**src/rtl/trapez_pkg.sv**
```systemverilog
// Shared types and constants for the trapezoidal pulse sequencer.
// Holds the FSM state encoding, datapath widths and the configuration
// legality check used by the shadow-register block.
package trapez_pkg;

  localparam int CONST_W = 16;
  localparam int DATA_W  = 16;
  localparam int CNT_W   = 16;
  localparam int MAX_KL  = 60;

  localparam logic [CNT_W-1:0]         CNT_ONE  = {{(CNT_W-1){1'b0}}, 1'b1};
  localparam logic [CNT_W-1:0]         CNT_MAX  = {CNT_W{1'b1}};
  localparam logic signed [DATA_W-1:0] DATA_MIN = {1'b1, {(DATA_W-1){1'b0}}};

  typedef enum logic [1:0] {
    IDLE = 2'd0,
    RUN  = 2'd1,
    FLAT = 2'd2,
    TAIL = 2'd3
  } trapez_state_t;

  // k must be non-zero, l strictly larger than k, and k+l must fit the delay line
  function automatic logic cfg_legal(input logic [CONST_W-1:0] k,
                                     input logic [CONST_W-1:0] l);
    logic [CONST_W:0] sum_s;
    sum_s     = {1'b0, k} + {1'b0, l};
    cfg_legal = (k != {CONST_W{1'b0}}) && (l > k) &&
                (sum_s <= (CONST_W+1)'(MAX_KL));
  endfunction

endpackage

```
**src/rtl/trapez_cfg_shadow.sv**
```systemverilog
// Staged -> active constant registers for the shaper.
// A write is only honoured while cfg_en is high; an illegal k/l pair keeps
// the active constants and raises the sticky cfg_err flag.
module trapez_cfg_shadow
  import trapez_pkg::*;
(
  input  logic               clk,
  input  logic               reset_mult,
  input  logic               cfg_wr,
  input  logic               cfg_en,
  input  logic [CONST_W-1:0] cfg_k,
  input  logic [CONST_W-1:0] cfg_l,
  input  logic [CONST_W-1:0] cfg_m1,
  input  logic [CONST_W-1:0] cfg_m2,
  output logic [CONST_W-1:0] k_act,
  output logic [CONST_W-1:0] l_act,
  output logic [CONST_W-1:0] m1_act,
  output logic [CONST_W-1:0] m2_act,
  output logic               cfg_err
);

  logic [CONST_W-1:0] k_r, l_r, m1_r, m2_r;
  logic               cfg_err_r;
  logic               wr_s;
  logic               legal_s;

  assign wr_s    = cfg_wr & cfg_en;
  assign legal_s = cfg_legal(cfg_k, cfg_l);

  // Active constant registers and sticky rejection flag
  always_ff @(posedge clk or negedge reset_mult) begin
    if (!reset_mult) begin
      k_r       <= {CONST_W{1'b0}};
      l_r       <= {CONST_W{1'b0}};
      m1_r      <= {CONST_W{1'b0}};
      m2_r      <= {CONST_W{1'b0}};
      cfg_err_r <= 1'b0;
    end else if (wr_s && legal_s) begin
      k_r       <= cfg_k;
      l_r       <= cfg_l;
      m1_r      <= cfg_m1;
      m2_r      <= cfg_m2;
      cfg_err_r <= 1'b0;
    end else if (wr_s) begin
      cfg_err_r <= 1'b1;
    end else begin
      cfg_err_r <= cfg_err_r;
    end
  end

  assign k_act   = k_r;
  assign l_act   = l_r;
  assign m1_act  = m1_r;
  assign m2_act  = m2_r;
  assign cfg_err = cfg_err_r;

endmodule

```
**src/rtl/trapez_pulse_sequencer.sv**
```systemverilog
// Sequences one trapezoidal-shaper pass per trigger: opens pulse_time,
// times rise / flat-top / fall from the trigger, captures the flat-top
// energy and flags pile-up. Optional build macro PEAK_SEARCH_EN replaces the
// midpoint sample with the signed maximum over the whole flat top.
module trapez_pulse_sequencer
  import trapez_pkg::*;
#(
  parameter int PIPE_LAT = 6
) (
  input  logic                     clk,
  input  logic                     reset_mult,
  input  logic                     trigger,
  input  logic                     end_impuls,
  input  logic                     cfg_wr,
  input  logic [CONST_W-1:0]       cfg_k,
  input  logic [CONST_W-1:0]       cfg_l,
  input  logic [CONST_W-1:0]       cfg_m1,
  input  logic [CONST_W-1:0]       cfg_m2,
  input  logic signed [DATA_W-1:0] shaper_data,
  output logic [CONST_W-1:0]       k_trapez,
  output logic [CONST_W-1:0]       l_trapez,
  output logic [CONST_W-1:0]       M1_trapez,
  output logic [CONST_W-1:0]       M2_trapez,
  output logic                     pulse_time,
  output logic                     busy,
  output logic signed [DATA_W-1:0] energy,
  output logic                     energy_valid,
  output logic                     pileup,
  output logic                     cfg_err
);

  localparam logic [CNT_W-1:0] PIPE_LAT_C = CNT_W'(PIPE_LAT);

  trapez_state_t             state_r, state_nxt_s;
  logic [CNT_W-1:0]          cnt_r;
  logic [CONST_W-1:0]        run_k_r, run_l_r;
  logic [CONST_W-1:0]        k_act_s, l_act_s;
  logic [CONST_W:0]          sum_kl_s;
  logic [CNT_W-1:0]          run_end_s, flat_end_s, tail_end_s;
  logic                      trig_ok_s, pileup_s, done_s;
  logic                      pulse_time_r, busy_r, energy_valid_r, pileup_r;
  logic signed [DATA_W-1:0]  energy_r, energy_nxt_s;

  trapez_cfg_shadow u_cfg_shadow (
    .clk        (clk),
    .reset_mult (reset_mult),
    .cfg_wr     (cfg_wr),
    .cfg_en     (state_r == IDLE),
    .cfg_k      (cfg_k),
    .cfg_l      (cfg_l),
    .cfg_m1     (cfg_m1),
    .cfg_m2     (cfg_m2),
    .k_act      (k_act_s),
    .l_act      (l_act_s),
    .m1_act     (M1_trapez),
    .m2_act     (M2_trapez),
    .cfg_err    (cfg_err)
  );

  // Never-configured constants (k==0) make a trigger meaningless
  assign trig_ok_s = trigger && (state_r == IDLE) && (k_act_s != {CONST_W{1'b0}});

  // Phase boundaries use the constants latched at trigger, so a config
  // write in the same cycle as the trigger only affects the next pulse
  assign sum_kl_s   = {1'b0, run_k_r} + {1'b0, run_l_r};
  assign run_end_s  = PIPE_LAT_C + CNT_W'(run_k_r) - CNT_ONE;
  assign flat_end_s = PIPE_LAT_C + CNT_W'(run_l_r) - CNT_ONE;
  assign tail_end_s = PIPE_LAT_C + CNT_W'(sum_kl_s) - CNT_ONE;

  // State register
  always_ff @(posedge clk or negedge reset_mult) begin
    if (!reset_mult) begin
      state_r <= IDLE;
    end else begin
      state_r <= state_nxt_s;
    end
  end

  // Next state: pile-up beats abort, abort beats normal sequencing
  always_comb begin
    state_nxt_s = state_r;
    pileup_s    = 1'b0;
    done_s      = 1'b0;
    if ((state_r != IDLE) && trigger) begin
      state_nxt_s = IDLE;
      pileup_s    = 1'b1;
    end else if ((state_r != IDLE) && end_impuls) begin
      state_nxt_s = IDLE;
    end else begin
      case (state_r)
        IDLE: begin
          if (trig_ok_s) state_nxt_s = RUN;
          else           state_nxt_s = IDLE;
        end
        RUN: begin
          if (cnt_r == run_end_s) state_nxt_s = FLAT;
          else                    state_nxt_s = RUN;
        end
        FLAT: begin
          if (cnt_r == flat_end_s) state_nxt_s = TAIL;
          else                     state_nxt_s = FLAT;
        end
        TAIL: begin
          if (cnt_r == tail_end_s) begin
            state_nxt_s = IDLE;
            done_s      = 1'b1;
          end else begin
            state_nxt_s = TAIL;
          end
        end
        default: state_nxt_s = IDLE;
      endcase
    end
  end

  // Cycle counter since trigger (saturating) and per-pulse constant latch
  always_ff @(posedge clk or negedge reset_mult) begin
    if (!reset_mult) begin
      cnt_r   <= {CNT_W{1'b0}};
      run_k_r <= {CONST_W{1'b0}};
      run_l_r <= {CONST_W{1'b0}};
    end else if (trig_ok_s) begin
      cnt_r   <= {CNT_W{1'b0}};
      run_k_r <= k_act_s;
      run_l_r <= l_act_s;
    end else if ((state_r != IDLE) && (cnt_r != CNT_MAX)) begin
      cnt_r   <= cnt_r + CNT_ONE;
    end else begin
      cnt_r   <= cnt_r;
    end
  end

`ifdef PEAK_SEARCH_EN
  // Running signed maximum over the flat top, restarted on flat-top entry
  always_comb begin
    energy_nxt_s = energy_r;
    if ((state_r == RUN) && (state_nxt_s == FLAT)) begin
      energy_nxt_s = DATA_MIN;
    end else if ((state_r == FLAT) && (shaper_data > energy_r)) begin
      energy_nxt_s = shaper_data;
    end else begin
      energy_nxt_s = energy_r;
    end
  end
`else
  logic [CNT_W-1:0] mid_s;
  assign mid_s = PIPE_LAT_C + CNT_W'(sum_kl_s >> 1);

  // Single sample at the flat-top midpoint
  always_comb begin
    energy_nxt_s = energy_r;
    if ((state_r == FLAT) && (cnt_r == mid_s)) begin
      energy_nxt_s = shaper_data;
    end else begin
      energy_nxt_s = energy_r;
    end
  end
`endif

  // Registered outputs: window, busy, strobes and captured energy
  always_ff @(posedge clk or negedge reset_mult) begin
    if (!reset_mult) begin
      pulse_time_r   <= 1'b0;
      busy_r         <= 1'b0;
      energy_valid_r <= 1'b0;
      pileup_r       <= 1'b0;
      energy_r       <= {DATA_W{1'b0}};
    end else begin
      pulse_time_r   <= (state_nxt_s != IDLE);
      busy_r         <= (state_nxt_s != IDLE);
      energy_valid_r <= done_s;
      pileup_r       <= pileup_s;
      energy_r       <= energy_nxt_s;
    end
  end

  assign k_trapez     = k_act_s;
  assign l_trapez     = l_act_s;
  assign pulse_time   = pulse_time_r;
  assign busy         = busy_r;
  assign energy       = energy_r;
  assign energy_valid = energy_valid_r;
  assign pileup       = pileup_r;

endmodule

```
**config.mk**
```make
export PLATFORM = sky130hd
export DESIGN_NAME = trapez_pulse_sequencer
export DESIGN_NICKNAME = d
export VERILOG_FILES = /design/src/rtl/trapez_pkg.sv /design/src/rtl/trapez_cfg_shadow.sv /design/src/rtl/trapez_pulse_sequencer.sv
export SDC_FILE = /design/constraint.sdc
export NUM_CORES = 1
export LEC_CHECK = 0
export CAP_MARGIN = 5
export CORE_UTILIZATION = 49
export CTS_BUF_LIST = sky130_fd_sc_hd__clkbuf_16
export DETAILED_ROUTE_END_ITERATION = 16
export GPL_ROUTABILITY_DRIVEN = 0
export PLACE_DENSITY_LB_ADDON = 0.1
export SLEW_MARGIN = 20
export SYNTH_ARGS = -nofsm -noshare
export SYNTH_HDL_FRONTEND = slang
export SYNTH_SLANG_ARGS = --single-unit
export TNS_END_PERCENT = 5
```
**constraint.sdc**
```tcl
create_clock -name clk -period 4.45 [get_ports clk]
set_input_delay 0.6675 -clock clk [delete_from_list [all_inputs] [get_ports clk]]
set_output_delay 0.6675 -clock clk [all_outputs]
set_load 0.01 [all_outputs]
```
==> results of run 1 <==
-- through the flow --
step,setup slack (ns),cells
3_3_place_gp,-0.03462,1495
6_report,0.1578,1531
4_1_cts,0.008062,1527
2_1_floorplan,0.04939,1041
5_1_grt,-0.03861,1531
3_5_place_dp,-0.07226,1495
-- flip-flops by register name, indices dropped and copies added (netlist names) --
signal and count:
run_k_r 16, pileup 1, cnt_r 16, energy 16
state_r 2, u_cfg_shadow.m2_act 16, u_cfg_shadow.cfg_err 1, u_cfg_shadow.m1_act 16
busy 1, u_cfg_shadow.k_act 16, run_l_r 16, energy_valid 1
u_cfg_shadow.l_act 16
-- area by class of cell --
| class | count | area [sq um] | share of cell area |
|---|---|---|---|
| multi-input cells | 817 | 6090 | 0.4741 |
| clock inverters | 15 | 181.4 | 0.01413 |
| well taps | 265 | 331.6 | 0.02582 |
| clock buffers | 17 | 425.4 | 0.03312 |
| flip-flops and latches | 134 | 3353 | 0.2611 |
| repair buffers | 246 | 2323 | 0.1809 |
| inverters | 37 | 138.9 | 0.01081 |
-- power groups by stage --
stage | sequential [mW] | clock [mW] | combinational [mW]
2_1_floorplan | 1.37 | 0 | 1.00
3_3_place_gp | 1.60 | 0 | 1.11
3_5_place_dp | 1.61 | 0 | 1.13
4_1_cts | 1.59 | 1.50 | 1.14
5_1_grt | 1.61 | 1.56 | 1.28
6_report | 1.59 | 1.48 | 1.16
-- worst max-delay path: stages, from the launching register on --
cell     delay, ns
dfrtp_1       0.40
ha_1          0.36
a21o_1        0.23
a22o_2        0.30
mux2i_1       0.23
and2_1        0.23
nand3_2       0.14
nor3_2        0.22
xor2_1        0.08
or4_1         0.41
or4_1         0.54
or4_4         0.57
buf_12        0.18
mux2_4        0.30
-- what timing repair did --
action | 4_1_cts | 5_1_grt
pin swaps | 0 | 8
buffers inserted | 0 | 4
endpoints found under the setup margin | 13 | 34
endpoints found under the hold margin | 0 | 0
gates resized for setup | 2 | 15
-- cell families after synthesis --
group,Yosys count,synth area share
buf+inv,90,0.04404
flops,134,0.3421
xor+xnor,116,0.1130
fa+ha+maj,57,0.07429
simple gates,367,0.1875
compound gates,186,0.1320
mux,91,0.1071
-- path summary, 6_finish.rpt --
check / endpoint / slack, ns / cells past startpoint
max: energy[11] / 0.16 / 13
min: energy[13] / 0.33 / 1
max reg2reg: energy[11] / 0.16 / 13
min reg2reg: energy[4] / 0.51 / 1
max in group asynchronous: run_k_r[1] / 3.16 / 2
min in group clk: energy[4] / 0.51 / 1
-- cells in the mapped netlist (all sizes together), types with 3 or more instances --
master	number	area (sq um)
dfrtp	134	3353
nand2	124	465.5
mux2	81	949.7
xnor2	65	603.1
nor2	61	239.0
a21oi	56	295.3
ha	55	688.2
xor2	48	435.4
clkbuf	39	157.6
inv	37	138.9
o21ai	35	178.9
nand3	34	170.2
nor3	26	146.4
nand4	25	156.4
nor4	19	125.1
and3	15	96.34
a21o	14	113.9
buf	14	135.1
nand2b	11	68.82
a211oi	10	85.08
and2	10	63.81
mux2i	10	100.1
o211ai	10	88.83
or3	9	61.31
a31oi	7	43.79
nor2b	7	43.79
o21a	7	52.55
or4	6	45.04
nand3b	5	37.54
nor3b	5	37.54
o21bai	5	41.29
a2111oi	4	35.03
a211o	4	36.29
o22ai	4	25.02
o31ai	4	30.03
or2	4	25.02
a31o	3	26.28
o41ai	3	26.28
-- routing by layer --
layer  global-route usage  share of wire
met1               0.3667           0.45
met2               0.4195           0.47
met3              0.04432          0.059
met4              0.09183          0.023
met5                    0              0
==> flow_summary_export.csv, run 1 <==
group,metric,value,unit
cells_and_area,mostFrequentLayoutCell,"clkdlybuf4s50_1",
route,wl_per_cell,17.38,um
sta,finalSetupViolCount,0,
sta,worst_pin_slew,0.9186,ns
sta,fin_tns_setup,0,ns
die,die-width,143.4,um
yosys,synth_fp_nets,1183,
sta,final-max-slew-violation-count,0,
power_and_ir_drop,p_sw_frac,0.3456,
power_and_ir_drop,power,4.225,mW
route,vias,8638,
yosys,synth_warnings,0,
cells_and_area,nFillCells,1668,
worst_setup_path,end_kind,"flip-flop",
global_routing,grt_pass1_wl,42440,um
worst_setup_path,criticalPathCategory,"reg -> reg",
global_routing,grt_antenna_before_repair,0,
cells_and_area,final_area,0.01284,sq mm
power_and_ir_drop,p_int,2.765,mW
global_routing,first_global_vias,8216,
route,drcViolationCount,0,
outcome,outcome,"finished clean",
placed_design,port_buffers,169,
worst_setup_path,worstPathMaxFanout,16,
die,die-area,0.02057,sq mm
cells_and_area,drive_gt1_frac,0.1919,
die,initial_core_util,0.5020,
worst_setup_path,cp.arrival,4.61,ns
cells_and_area,mostFrequentLayoutCells,"clkdlybuf4s50_1, dfrtp_1, nand2_1, buf_4, mux2_2",
sta,finalCritPeriodShare,0.9645,
sta,max_freq,233.0,MHz
worst_setup_path,crit_required,4.77,ns
clock_network,path_clk_slew,0.07,ns
sta,hold_ws,0.3338,ns
yosys,synth_edf_count,0,
die,fp-row-count,51,
clock_network,holdBufCountCts,0,
yosys,synth_cell_types,88,
clock_network,cts_tree,"yes",
power_and_ir_drop,p_switching,1.460,mW
placed_design,dpl_cell_area,0.01214,sq mm
global_routing,grt_max_degree,112,
sta,finalHoldViolCount,0,
route,ant_nets,0,
cells_and_area,fin_nets,1395,
sta,rsz0062_at_grt,"true",
worst_setup_path,worstReg2RegStart,"run_k_r[2]",
clock_network,clock_sinks,134,
power_and_ir_drop,pwr-share-seq,0.377,
route,drtIter0Drc,489,
yosys,synth_seq_cells,134,
yosys,synth_cells,1041,
clock_network,cts-htree-levels,4,
worst_setup_path,start_kind,"flip-flop",
worst_setup_path,crit_start,"run_k_r[2]",
yosys,synth-seq-area-share,0.3421,
clock_network,cts_made_buffers,17,
global_routing,grt_usage,0.2654,
sta,skew,0.01475,ns
flow_run,cap_violations,0,
yosys,syn_area,0.009802,sq mm
power_and_ir_drop,ir_worst_vdd,0.0002803,V
die,coreArea,0.01953,sq mm
die,ios,170,
yosys,synth_flop_cell,"dfrtp_1",
clock_network,root_buffer,"clkbuf_16",
route,firstDrtPassIters,5,
clock_network,clk_latency,0.43,ns
power_and_ir_drop,clkPwrFrac,0.349,
power_and_ir_drop,comb_power_share,0.273,
cells_and_area,area_growth,31.03,%
sta,slew_headroom,0.3876,
power_and_ir_drop,leakage,5.795,nW
clock_network,cts_buffer_depth,2,
power_and_ir_drop,p_per_area,329.0,mW/mm^2
route,viasPerCell,5.642,
placed_design,dp_hpwl,20190,um
route,finalWirelength,26620,um
sta,layout_min_cycle_time,4.292,ns
hold_path,hold_path_class,"in -> async",
yosys,syn_area_per_cell,9.416,sq um
cells_and_area,antenna_cells,0,
die,die_h,143.4,um
global_routing,grt-ovfl-total,0,
cells_and_area,utilization,0.6578,
yosys,ys_async_sr_fraction,1.000,
(Power assumes the default switching activity.)
==> run 2: changes to the inputs <==
--- a/config.mk
+++ b/config.mk
@@ -11,4 +11,5 @@
 export DETAILED_ROUTE_END_ITERATION = 16
 export GPL_ROUTABILITY_DRIVEN = 0
+export HOLD_SLACK_MARGIN = 0.06
 export PLACE_DENSITY_LB_ADDON = 0.1
 export SLEW_MARGIN = 20
==> constraint.sdc (replaced) <==
create_clock -name clk -period 4.45 [get_ports clk]
set_input_delay 0.6675 -clock clk [delete_from_list [all_inputs] [get_ports clk]]
set_output_delay 0.6675 -clock clk [all_outputs]
set_load 0.02 [all_outputs]
==> results of run 2 <==
The final DEF is identical to that of run 1. Status: finished clean.
Among the figures that moved: total power 4.225 mW -> 4.236 mW; worst IR drop on VDD 0.0002803 V -> 0.0002804 V
==> run 3: changes to the inputs <==
GPL_ROUTABILITY_DRIVEN = unset   (was 0)
==> run 3 against run 2 <==
  * Final cell count rose by 0.13%
  * Sequential share of layout area fell by 0.069 points
  * Final area rose by 0.26%
  * Power fell by 0.60%
  * Clock-buffer cell count did not move
==> flow_summary_export.csv, run 3 (synthesis gave the netlist of run 1 again) <==
group,metric,value,unit
sta,slew_headroom,0.4212,
worst_setup_path,crit_required,4.76,ns
power_and_ir_drop,ir_worst_vdd,0.0002869,V
cells_and_area,nFillCells,1690,
die,initial_core_util,0.5020,
worst_setup_path,crit_family,"simple AND/OR/NAND/NOR gates",
clock_network,clk_latency,0.44,ns
worst_setup_path,regToRegSetupSlack,0.14,ns
route,finalWirelength,26790,um
placed_design,dp_hpwl,20490,um
die,die-width,143.4,um
cells_and_area,area_growth,31.38,%
cells_and_area,utilization,0.6595,
sta,max_freq,232.2,MHz
hold_path,hold_path_class,"in -> async",
sta,hold_ws,0.1190,ns
die,fp-row-count,51,
worst_setup_path,cp.arrival,4.61,ns
clock_network,cts_tree,"yes",
worst_setup_path,criticalPathCategory,"reg -> reg",
cells_and_area,drive_gt1_frac,0.1948,
route,firstDrtPassIters,5,
route,drtIter0Drc,355,
die,ios,170,
power_and_ir_drop,p_per_area,327.0,mW/mm^2
global_routing,grt-ovfl-total,0,
placed_design,port_buffers,169,
cells_and_area,multi_input_area,0.006105,sq mm
worst_setup_path,end_kind,"flip-flop",
worst_setup_path,rr_worst_depth,13,
worst_setup_path,crit_path_end,"energy[6]",
flow_run,cap_violations,0,
clock_network,cts_made_buffers,17,
die,die-area,0.02057,sq mm
sta,worst_pin_slew,0.8681,ns
die,die_h,143.4,um
placed_design,place_ws,-0.1275,ns
cells_and_area,antenna_cells,0,
clock_network,root_buffer,"clkbuf_16",
worst_setup_path,start_kind,"flip-flop",
sta,layout_min_cycle_time,4.307,ns
sta,finalCritPeriodShare,0.9679,
worst_setup_path,worstPathMaxFanout,16,
worst_setup_path,crit_slowest_cell,"or4_1",
global_routing,grt_pass1_wl,41900,um
cells_and_area,mostFrequentLayoutCell,"clkdlybuf4s50_1",
route,met3WireLength,1066,um
placed_design,dp_cells,1500,
global_routing,first_global_vias,8091,
power_and_ir_drop,leakage,5.800,nW
route,wl_per_cell,17.47,um
global_routing,grt_antenna_before_repair,0,
sta,finalHoldViolCount,0,
route,wl_met1,12390,um
worst_setup_path,worstReg2RegStart,"run_k_r[1]",
worst_setup_path,cp_cell_sequence,"ha_1, a21o_1, a21oi_2, xor2_1, inv_1, ha_1, xor2_1, nand4_1, or4_1, or4_4, or4_4, buf_12, mux2_4",
route,met2_wirelength,12720,um
clock_network,clock_sinks,134,
route,vias,8450,
outcome,outcome,"finished clean",
sta,rsz0062_at_grt,"true",
route,viasPerCell,5.512,
power_and_ir_drop,power,4.211,mW
sta,finalSetupViolCount,0,
worst_setup_path,cp_num_buf_inv,2,
clock_network,cts_buffer_depth,2,
worst_setup_path,critPathMaxStageDelay,0.57,ns
sta,fin_ws,0.1428,ns
global_routing,grt_max_degree,109,
die,coreArea,0.01953,sq mm
cells_and_area,fin_cells,1533,
cells_and_area,mostFrequentLayoutCells,"clkdlybuf4s50_1, dfrtp_1, nand2_1, buf_4, mux2_2",
cells_and_area,fin_nets,1397,
clock_network,cts-htree-levels,4,
global_routing,grt_usage,0.2670,
cells_and_area,regArea,0.003353,sq mm
route,ant_nets,0,
worst_setup_path,r2r-end,"energy[6]",
route,drcViolationCount,0,
route,highest_layer,"met4",
clock_network,path_clk_slew,0.08,ns
worst_setup_path,path_depth,13,
placed_design,place_congestion,0.9235,
worst_setup_path,crit_start,"run_k_r[1]",
sta,skew,0.01575,ns
sta,final-max-slew-violation-count,0,
[run 3: report_power, final]
part	total (mW)	leakage [nW]	switching [mW]	internal [mW]
Clock	1.44	0.290	0.639	0.803
Sequential	1.59	1.77	0.293	1.30
Combinational	1.17	3.74	0.556	0.618
Total	4.21	5.80	1.49	2.72
[run 3: worst min path at each step]
stage,end,slack [ns]
after floorplan,busy,0.37
final,energy[0],0.12
after CTS,energy[12],0.40
after global routing,energy[0],0.13
after detailed placement,energy[8],0.49
after global placement,run_l_r[5],0.48
[run 3: cell type report]
| type | count | area share |
|---|---|---|
| multi-input combinational | 817 | 0.4741 |
| sequential | 134 | 0.2604 |
| timing repair buffer | 248 | 0.1820 |
| clock buffer | 17 | 0.03304 |
| tap | 265 | 0.02575 |
| clock inverter | 15 | 0.01399 |
| inverter | 37 | 0.01079 |
[run 3: repair_timing]
action	4_1_cts	5_1_grt
setup endpoints to repair	4	39
hold buffers	0	0
resized for setup	2	16
hold endpoints to repair	0	0
pin swaps	0	3
setup buffers	0	0
[run 3: through the flow]
step / setup TNS, ns / instance area [sq um]
2_1_floorplan: 0 / 9804
6_report: 0 / 12880
5_1_grt: -0.1145 / 12880
3_3_place_gp: -0.2011 / 12170
3_5_place_dp: -4.959 / 12170
4_1_cts: 0 / 12780
[run 3: metal layers]
metal / up-vias / global-route usage
met4: 0 / 0.09071
met3: 44 / 0.04099
met2: 192 / 0.4328
li1: 4138 / -
met5: - / 0
met1: 4076 / 0.3632
